<file path="src/rtl/freq_meter_pkg.sv">
// Shared types and helpers for the gated-count frequency meter.
package freq_meter_pkg;

   localparam int unsigned CNT_W_DEF = 32;
   localparam int unsigned SAT_W     = 64;

   typedef enum logic [1:0] {
      ST_IDLE  = 2'd0,
      ST_GATE  = 2'd1,
      ST_DELAY = 2'd2
   } state_e;

   // Increment v by en, clamping at the all-ones value of a w-bit counter (1 <= w <= SAT_W).
   function automatic logic [SAT_W-1:0] sat_inc(input logic [SAT_W-1:0] v,
                                                input logic              en,
                                                input int unsigned       w);
      logic [SAT_W-1:0] max_v;
      max_v = {SAT_W{1'b1}} >> (SAT_W - w);
      if (en && (v != max_v)) begin
         return v + SAT_W'(1);
      end
      return v;
   endfunction

endpackage

</file>
<file path="src/rtl/edge_sync_detect.sv">
// Multi-flop synchroniser for an asynchronous input followed by a rising-edge pulse detector.
module edge_sync_detect
   import freq_meter_pkg::*;
#(
   parameter int unsigned SYNC_STAGES = 2
) (
   input  logic i_clk,
   input  logic i_rst,
   input  logic i_sig,
   output logic o_rise
);

   logic [SYNC_STAGES-1:0] r_sync;
   logic                   r_prev;

   always_ff @(posedge i_clk or posedge i_rst) begin
      if (i_rst) begin
         r_sync <= '0;
         r_prev <= 1'b0;
      end else begin
         r_sync <= {r_sync[SYNC_STAGES-2:0], i_sig};
         r_prev <= r_sync[SYNC_STAGES-1];
      end
   end

   assign o_rise = r_sync[SYNC_STAGES-1] & ~r_prev;

endmodule

</file>
<file path="src/rtl/freq_gate_controller.sv">
// Gate/latch/hold sequencer: counts sig_in rising edges over freq_base clocks, then
// presents the count on freq with freq_en high for time_del clocks.
module freq_gate_controller
   import freq_meter_pkg::*;
#(
   parameter int unsigned CNT_W       = CNT_W_DEF,
   parameter int unsigned SYNC_STAGES = 2
) (
   input  logic             clk_clk,
   input  logic             reset_reset,
   input  logic             sig_in,
   input  logic             run,
   input  logic [CNT_W-1:0] freq_base,
   input  logic [CNT_W-1:0] time_del,
   output logic [CNT_W-1:0] freq,
   output logic             freq_en,
   output logic             busy,
   output logic             overflow
);

   localparam logic [CNT_W-1:0] CNT_MAX = '1;
   localparam logic [CNT_W-1:0] CNT_ONE = CNT_W'(1);

   state_e           r_state, w_state_d;
   logic [CNT_W-1:0] r_gate_cnt, w_gate_cnt_d;
   logic [CNT_W-1:0] r_del_cnt, w_del_cnt_d;
   logic [CNT_W-1:0] r_del_q, w_del_q_d;
   logic [CNT_W-1:0] r_edge_cnt, w_edge_cnt_d;
   logic [CNT_W-1:0] r_freq, w_freq_d;
   logic             r_overflow, w_overflow_d;
   logic             r_freq_en, r_busy;

   logic             w_rise;
   logic             w_load;
   logic             w_base_ok;
   logic [CNT_W-1:0] w_edge_next;

   edge_sync_detect #(
      .SYNC_STAGES(SYNC_STAGES)
   ) u_sync (
      .i_clk (clk_clk),
      .i_rst (reset_reset),
      .i_sig (sig_in),
      .o_rise(w_rise)
   );

   assign w_base_ok   = (freq_base != '0);
   assign w_edge_next = CNT_W'(sat_inc(SAT_W'(r_edge_cnt), w_rise, CNT_W));

   always_comb begin
      w_state_d    = r_state;
      w_gate_cnt_d = r_gate_cnt;
      w_del_cnt_d  = r_del_cnt;
      w_del_q_d    = r_del_q;
      w_edge_cnt_d = r_edge_cnt;
      w_freq_d     = r_freq;
      w_overflow_d = r_overflow;
      w_load       = 1'b0;

      unique case (r_state)
         ST_IDLE: begin
            if (run && w_base_ok) begin
               w_load = 1'b1;
            end
         end
         ST_GATE: begin
            if (!run) begin
               w_state_d = ST_IDLE;
            end else if (r_gate_cnt == CNT_ONE) begin
               w_freq_d     = w_edge_next;
               // A count at the ceiling may have been clipped, so it is flagged.
               w_overflow_d = (w_edge_next == CNT_MAX);
               w_del_cnt_d  = (r_del_q == '0) ? CNT_ONE : r_del_q;
               w_state_d    = ST_DELAY;
            end else begin
               w_gate_cnt_d = r_gate_cnt - CNT_ONE;
               w_edge_cnt_d = w_edge_next;
            end
         end
         ST_DELAY: begin
            if (r_del_cnt == CNT_ONE) begin
               if (run && w_base_ok) begin
                  w_load = 1'b1;
               end else begin
                  w_state_d = ST_IDLE;
               end
            end else begin
               w_del_cnt_d = r_del_cnt - CNT_ONE;
            end
         end
         default: w_state_d = ST_IDLE;
      endcase

      // Shadow the timing inputs so mid-measurement changes wait for the next gate.
      if (w_load) begin
         w_state_d    = ST_GATE;
         w_gate_cnt_d = freq_base;
         w_del_q_d    = time_del;
         w_edge_cnt_d = '0;
      end
   end

   always_ff @(posedge clk_clk or posedge reset_reset) begin
      if (reset_reset) begin
         r_state    <= ST_IDLE;
         r_gate_cnt <= '0;
         r_del_cnt  <= '0;
         r_del_q    <= '0;
         r_edge_cnt <= '0;
         r_freq     <= '0;
         r_overflow <= 1'b0;
         r_freq_en  <= 1'b0;
         r_busy     <= 1'b0;
      end else begin
         r_state    <= w_state_d;
         r_gate_cnt <= w_gate_cnt_d;
         r_del_cnt  <= w_del_cnt_d;
         r_del_q    <= w_del_q_d;
         r_edge_cnt <= w_edge_cnt_d;
         r_freq     <= w_freq_d;
         r_overflow <= w_overflow_d;
         r_freq_en  <= (w_state_d == ST_DELAY);
         r_busy     <= (w_state_d == ST_GATE);
      end
   end

   assign freq     = r_freq;
   assign freq_en  = r_freq_en;
   assign busy     = r_busy;
   assign overflow = r_overflow;

endmodule

</file>
<file path="config.mk">
export PLATFORM = sky130hd
export DESIGN_NAME = freq_gate_controller
export DESIGN_NICKNAME = d
export VERILOG_FILES = /design/src/rtl/freq_meter_pkg.sv /design/src/rtl/edge_sync_detect.sv /design/src/rtl/freq_gate_controller.sv
export SDC_FILE = /design/constraint.sdc
export NUM_CORES = 1
export LEC_CHECK = 0
export ABC_CLOCK_PERIOD_IN_PS = 11050
export CORE_ASPECT_RATIO = 1.2
export CORE_MARGIN = 2
export CORE_UTILIZATION = 45
export CTS_CLUSTER_DIAMETER = 50
export CTS_CLUSTER_SIZE = 12
export DETAILED_ROUTE_END_ITERATION = 10
export PLACE_DENSITY = 0.66
export SLEW_MARGIN = 0
export SYNTH_ARGS = -nofsm -noshare
export SYNTH_HDL_FRONTEND = slang
export SYNTH_SLANG_ARGS = --single-unit
</file>
<file path="constraint.sdc">
create_clock -name clk_clk -period 11.05 [get_ports clk_clk]
set_input_delay 1.105 -clock clk_clk [delete_from_list [all_inputs] [get_ports clk_clk]]
set_output_delay 1.105 -clock clk_clk [all_outputs]
set_load 0.02 [all_outputs]
</file>
After elaboration in Yosys (flattened, before gate mapping)
Cells that the tools add are included.
{"block": "classes", "addsub": 3, "multipliers": 0, "n_div": 0, "order_cmp": 0, "eq_ne": 12, "n_shift": 0, "n_mux": 25, "bitwise_logic": 2, "n_reduce_logical": 11}
{"op": "2-to-1 mux 32 bit", "count": 14}
{"op": "equality test 32 x 1 -> 1 bit, second input constant", "count": 2}
{"op": "one-hot mux 32 bit (2 select lines)", "count": 1}
{"op": "subtractor 32 x 1 -> 32 bit, second input constant", "count": 2}
{"op": "adder 32 x 1 -> 32 bit, second input constant", "count": 1}
{"op": "equality test 32 bit, second input constant", "count": 1}
{"op": "logical NOT 32 bit", "count": 1}
{"op": "inequality test 32 bit, second input constant", "count": 1}
{"op": "nonzero test 32 bit", "count": 1}
{"op": "2-to-1 mux 2 bit", "count": 5}
{"op": "inequality test 2 bit, second input constant", "count": 4}
{"op": "one-hot mux 2 bit (3 select lines)", "count": 1}
{"op": "AND reduction 3 bit", "count": 2}
{"op": "nonzero test 2 bit", "count": 3}
{"op": "equality test 2 x 1 -> 1 bit, second input constant", "count": 2}
{"op": "equality test 2 bit, second input constant", "count": 2}
{"op": "AND reduction 4 bit", "count": 1}
{"op": "2-to-1 mux 1 bit", "count": 3}
{"op": "logical AND 1 bit", "count": 2}
{"op": "logical NOT 2 bit", "count": 1}
{"op": "one-hot mux 1 bit (2 select lines)", "count": 1}
{"op": "AND 1 bit", "count": 1}
{"op": "NOT 1 bit", "count": 1}
{"block": "word_totals", "reg_bits": 168, "latchBits": 0, "ram_bits": 0, "rom_bits": 0, "inputBits": 68, "out_inout_bits": 35, "elab_cells": 64, "memories": 0}

Depth between registers and ports, before layout
{"block": "logic_depth", "ltp_word": 9, "depth_mapped": 12, "mapped_depth_nobuf": 11}

Hierarchy
From an unflattened synthesis, not the netlist that was laid out.
{"block": "hier_totals", "cells_unflattened": 1062, "hier_area_um2": 8862.2}
{"mod": "freq_gate_controller", "instances": 1, "cells_each": 1057, "area_each_um2": 8769.7, "seq_area_each_um2": 4129.0}
{"mod": "edge_sync_detect", "instances": 1, "cells_each": 5, "area_each_um2": 92.6, "seq_area_each_um2": 75.1}

Least setup slack after synthesis
Ideal clock, no wire load.
{"block": "synth_path", "kind": "input -> register", "start": "input run", "end": "register r_gate_cnt[23]", "setup_ps": 134, "arrival_time_ps": 3041, "t_required_ps": 10916, "path_slack_ps": 7875, "cell_stages": 9, "n_path_buf": 2, "cell_sequence": "nand3b_1 > a31o_2 > clkbuf_1 > or4_1 > or2_2 > clkbuf_1 > nor4_1 > xnor2_1 > o21ai_0"}
{"block": "synth_via", "elab_chain_cells": 6, "word_cells_on_any_way": 9, "classes_between": "eq/ne: 1; mux: 4; reduce/logical: 4"}
{"item": "from (decl)", "line": "freq_gate_controller.sv:12", "source": "input logic run,"}
{"item": "logical AND 1 bit", "line": "freq_gate_controller.sv:62, freq_gate_controller.sv:82"}
{"item": "2-to-1 mux 1 bit", "line": "freq_gate_controller.sv:62, freq_gate_controller.sv:82"}
{"item": "2-to-1 mux 1 bit", "line": "freq_gate_controller.sv:81", "source": "if (r_del_cnt == CNT_ONE) begin"}
{"item": "one-hot mux 1 bit (2 select lines)", "line": "freq_gate_controller.sv:60", "source": "unique case (r_state)"}
{"item": "inequality test 2 bit (no line) / nonzero test 2 bit (equally long branches)"}
{"item": "AND reduction 3 bit (no line)"}
{"item": "to (signal assigned)", "line": "freq_gate_controller.sv:116", "source": "r_gate_cnt <= w_gate_cnt_d;"}
{"item": "to (decl)", "line": "freq_gate_controller.sv:25", "source": "logic [CNT_W-1:0] r_gate_cnt, w_gate_cnt_d;"}
Several ways; a longest one is shown, not always the timed one.
A chain may end at the register's enable or synchronous reset.

Worst setup path in the final report
{"block": "layout_path", "start": "register r_del_cnt[5]", "end": "register r_gate_cnt[17]"}
{"block": "layout_via", "elab_chain_cells": 5, "word_cells_on_any_way": 8, "classes_between": "eq/ne: 2; mux: 3; reduce/logical: 3"}
{"item": "from (decl)", "line": "freq_gate_controller.sv:26", "source": "logic [CNT_W-1:0] r_del_cnt, w_del_cnt_d;"}
{"item": "from (signal assigned)", "line": "freq_gate_controller.sv:117", "source": "r_del_cnt <= w_del_cnt_d;"}
{"item": "equality test 32 x 1 -> 1 bit *", "line": "freq_gate_controller.sv:81"}
{"item": "2-to-1 mux 1 bit *", "line": "freq_gate_controller.sv:81"}
{"item": "one-hot mux 1 bit (2 select lines) *", "line": "freq_gate_controller.sv:60"}
{"item": "inequality test 2 bit (no line) / nonzero test 2 bit (equally long branches)"}
{"item": "AND reduction 3 bit (no line)"}
Mark *: on every way between the ends. The rest lies on a longest branch, timed or not.

==> key figures <==
Timing
  – Skew final: 13.9 ps
  – Fmax: 0.254 GHz
  – Setup TNS: 0 ps
  – Setup repair after global routing missed its margin: no
  – Final worst-path cycle share: 35.6%
  – Fin. Hold Viols: 0
  – Final setup violation count: 0
  – Max Slew Vio Count: 0
  – Slew HR: 31.4%
  – Tmin final: 3940 ps
  – Worst slew pin tran: 1030 ps

Placement
  – GPL Wtd Cong: 0.880
  – Input/output buffers: 102
  – Post-DP HPWL: 15700 um

Setup path
  – CP startpoint kind: flop
  – Cell family with most CP delay: simple AND/OR/NAND/NOR gates
  – Crit-path slowest cell: or4_1
  – Critical setup path kind: reg -> reg
  – Worst setup endpoint: r_gate_cnt[17]
  – Reg2Reg Setup Slack: 7110 ps
  – Buf/Inv on CP: 3
  – CP endpoint kind: flop
  – CP max stage delay: 650 ps
  – Reg-to-Reg End: r_gate_cnt[17]
  – Req. time, crit path: 11370 ps
  – Crit-path max FO: 48
  – Worst r2r src: r_del_cnt[5]
  – Worst-path cell chain: or4_1, or4_4, or4_4, a21oi_4, buf_4, nor2_1, buf_4, inv_2, o21ai_0, a221o_1
  – Worst path arrival time: 4260 ps
  – CP Launch Point: r_del_cnt[5]
  – R2r worst-path depth: 10
  – CP Depth: 10

Drt
  – TritonRoute pass-1 iters: 5
  – Via count: 7549
  – Initial DRC Count: 527
  – Antenna-violating nets left: 0
  – Remaining DRCs: 0
  – Wirelength per Cell: 17.3 um
  – Vias/cell: 5.77
  – Routed WL: 22700 um

Run
  – Max-capacitance violation count: 0

Die
  – IO Count: 103
  – Core footprint: 19000 sq um
  – Rows: 55
  – Initial Util: 46.1%
  – Full die area: 20600 sq um
  – Die Height: 157 um
  – Die Wd: 131 um

GRT
  – Largest net degree at the start of global routing: 107
  – Initial antenna violation count: 0
  – Number of global-route vias before repair: 7360
  – GRT Total Usage: 23.0%
  – Grt ovf: 0
  – First-pass GRT wire length: 38300 um

Clock tree
  – Clock sink total: 168
  – CTS clock-pin slew for the worst setup and hold paths: 70 ps
  – Post-CTS setup buffers: 0
  – CTS Buffer Depth: 2
  – Root buf cell: clkbuf_16
  – TritonCTS clock tree: done
  – H-Tree Depth: 4
  – Clk_lat worst skew: 430 ps
  – CTS resizes: 0
  – CTS Buf Count: 17
  – Hold_buf cts: 0

Synthesis
  – Ranking of synthesized cells by area: dfrtp_1 48%, o21ai_0 8.0%, nand2_1 4.8%, mux2_2 4.2%, xnor2_1 3.5%
  – Post-synth top cells: 168 x dfrtp_1, 140 x o21ai_0, 113 x nand2_1, 77 x nor2_1, 43 x a21oi_1
  – Seq cells post-synth: 168
  – Ys flop type: dfrtp_1
  – Ys Warns: 0
  – Number of synthesized flops with an enable pin: 0
  – Synthesized Nets: 1031
  – Synth unique cells: 63
  – Post-synthesis sequential area ratio: 48.0%
  – Top-count cell post-synth: dfrtp_1
  – Synth area leader: dfrtp_1
  – Fraction of registers with async set/reset: 100%
  – Cells after Synth: 958
  – Area share of the largest cell type after synthesis: 48.0%
  – Mapped cell area: 8760 sq um
  – Synth Area per Inst: 9.14 sq um

Power and ir drop
  – Max IR drop VDD: 0.116 mV
  – Leakage: 4.09 nW
  – PwrDens: 142 nW/um^2
  – Final Power: 0.00150 W

Layout
  – Net count, final: 1112
  – Fraction of layout cells with a size suffix above 1: 8.94%
  – Diodes inserted: 0
  – Layout area overhead: 20.4%

Hold path
  – Classification of the worst-slack hold path: reg -> reg
  – WHS Path Cells: 0

Run status
  – Outcome: complete, no violations
## cell usage in the layout (no fill, tap or decap), drive strengths merged, types with 13 or more instances in the layout
| cell type | netlist | final |
|---|---|---|
| a21oi | 44 | 44 |
| a22oi | 15 | 15 |
| clkbuf | 37 | 19 |
| clkdlybuf4s50 | 0 | 102 |
| dfrtp | 168 | 168 |
| inv | 19 | 22 |
| mux2 | 33 | 33 |
| nand2 | 113 | 113 |
| nand3 | 24 | 24 |
| nand4 | 20 | 20 |
| nor2 | 77 | 77 |
| nor3 | 30 | 30 |
| nor4 | 39 | 39 |
| o21ai | 142 | 142 |
| o22ai | 13 | 13 |
| or4 | 18 | 18 |
| xnor2 | 35 | 35 |
## logic make-up (layout without fill, tap and decap cells)
logic type | Yosys count | after routing | share of synthesized area [%]
fa+ha+maj | 5 | 5 | 0.714
compound gates | 270 | 270 | 18.3
flops | 168 | 168 | 48.0
mux | 33 | 33 | 4.24
xor+xnor | 47 | 47 | 4.70
buf+inv | 72 | 166 | 3.30
simple gates | 363 | 363 | 20.8
## state kept, by name, indices dropped and copies added, names as in the netlist
name           cells
u_sync.r_sync      2
busy               1
r_del_q           32
r_edge_cnt        32
u_sync.r_prev      1
r_del_cnt         32
overflow           1
r_gate_cnt        32
freq              32
r_state            2
freq_en            1
## power by group
part	internal, W	switching [W]
Clock	0.000312	0.000254
Sequential	0.000672	0.0000609
Combinational	0.0000984	0.000102
## area by class of cell
cell class,count,area (sq um)
Multi-Input combinational cell,718,4280
Clock inverter,13,120
Fill cell,1761,8440
Inverter,20,80.1
Sequential cell,168,4200
Clock buffer,19,433
Tap cell,256,320
Timing Repair Buffer,114,1110
## per-stage QoR
step	setup WS [ps]	cells	hold WS (ps)	utilization, %	instance area, sq um
2_1_floorplan	5400	958	331	-	8760
3_3_place_gp	6990	1276	334	52.6	10000
3_5_place_dp	7000	1276	341	52.6	10000
4_1_cts	7120	1308	356	55.6	10600
5_1_grt	6860	1308	367	55.6	10600
6_report	7110	1308	350	55.6	10600
## worst min-delay path by stage
| stage | slack [ps] | endpoint | startpoint |
|---|---|---|---|
| 6_report | 350 | u_sync.r_sync[1] | u_sync.r_sync[0] |
| 5_1_grt | 370 | u_sync.r_sync[1] | u_sync.r_sync[0] |
| 4_1_cts | 360 | u_sync.r_sync[1] | u_sync.r_sync[0] |
| 3_5_place_dp | 340 | u_sync.r_sync[1] | u_sync.r_sync[0] |
| 3_3_place_gp | 330 | u_sync.r_sync[1] | u_sync.r_sync[0] |
| 2_1_floorplan | 330 | u_sync.r_sync[1] | u_sync.r_sync[0] |
## metal layers
layer	up-vias	GRT usage [%]	wire length, um
met5	-	0	0
met2	161	39.3	11300
li1	3683	-	-
met4	0	7.61	458
met3	35	3.95	750
met1	3670	29.8	10200
No activity file was read; power rests on OpenSTA's default activity.
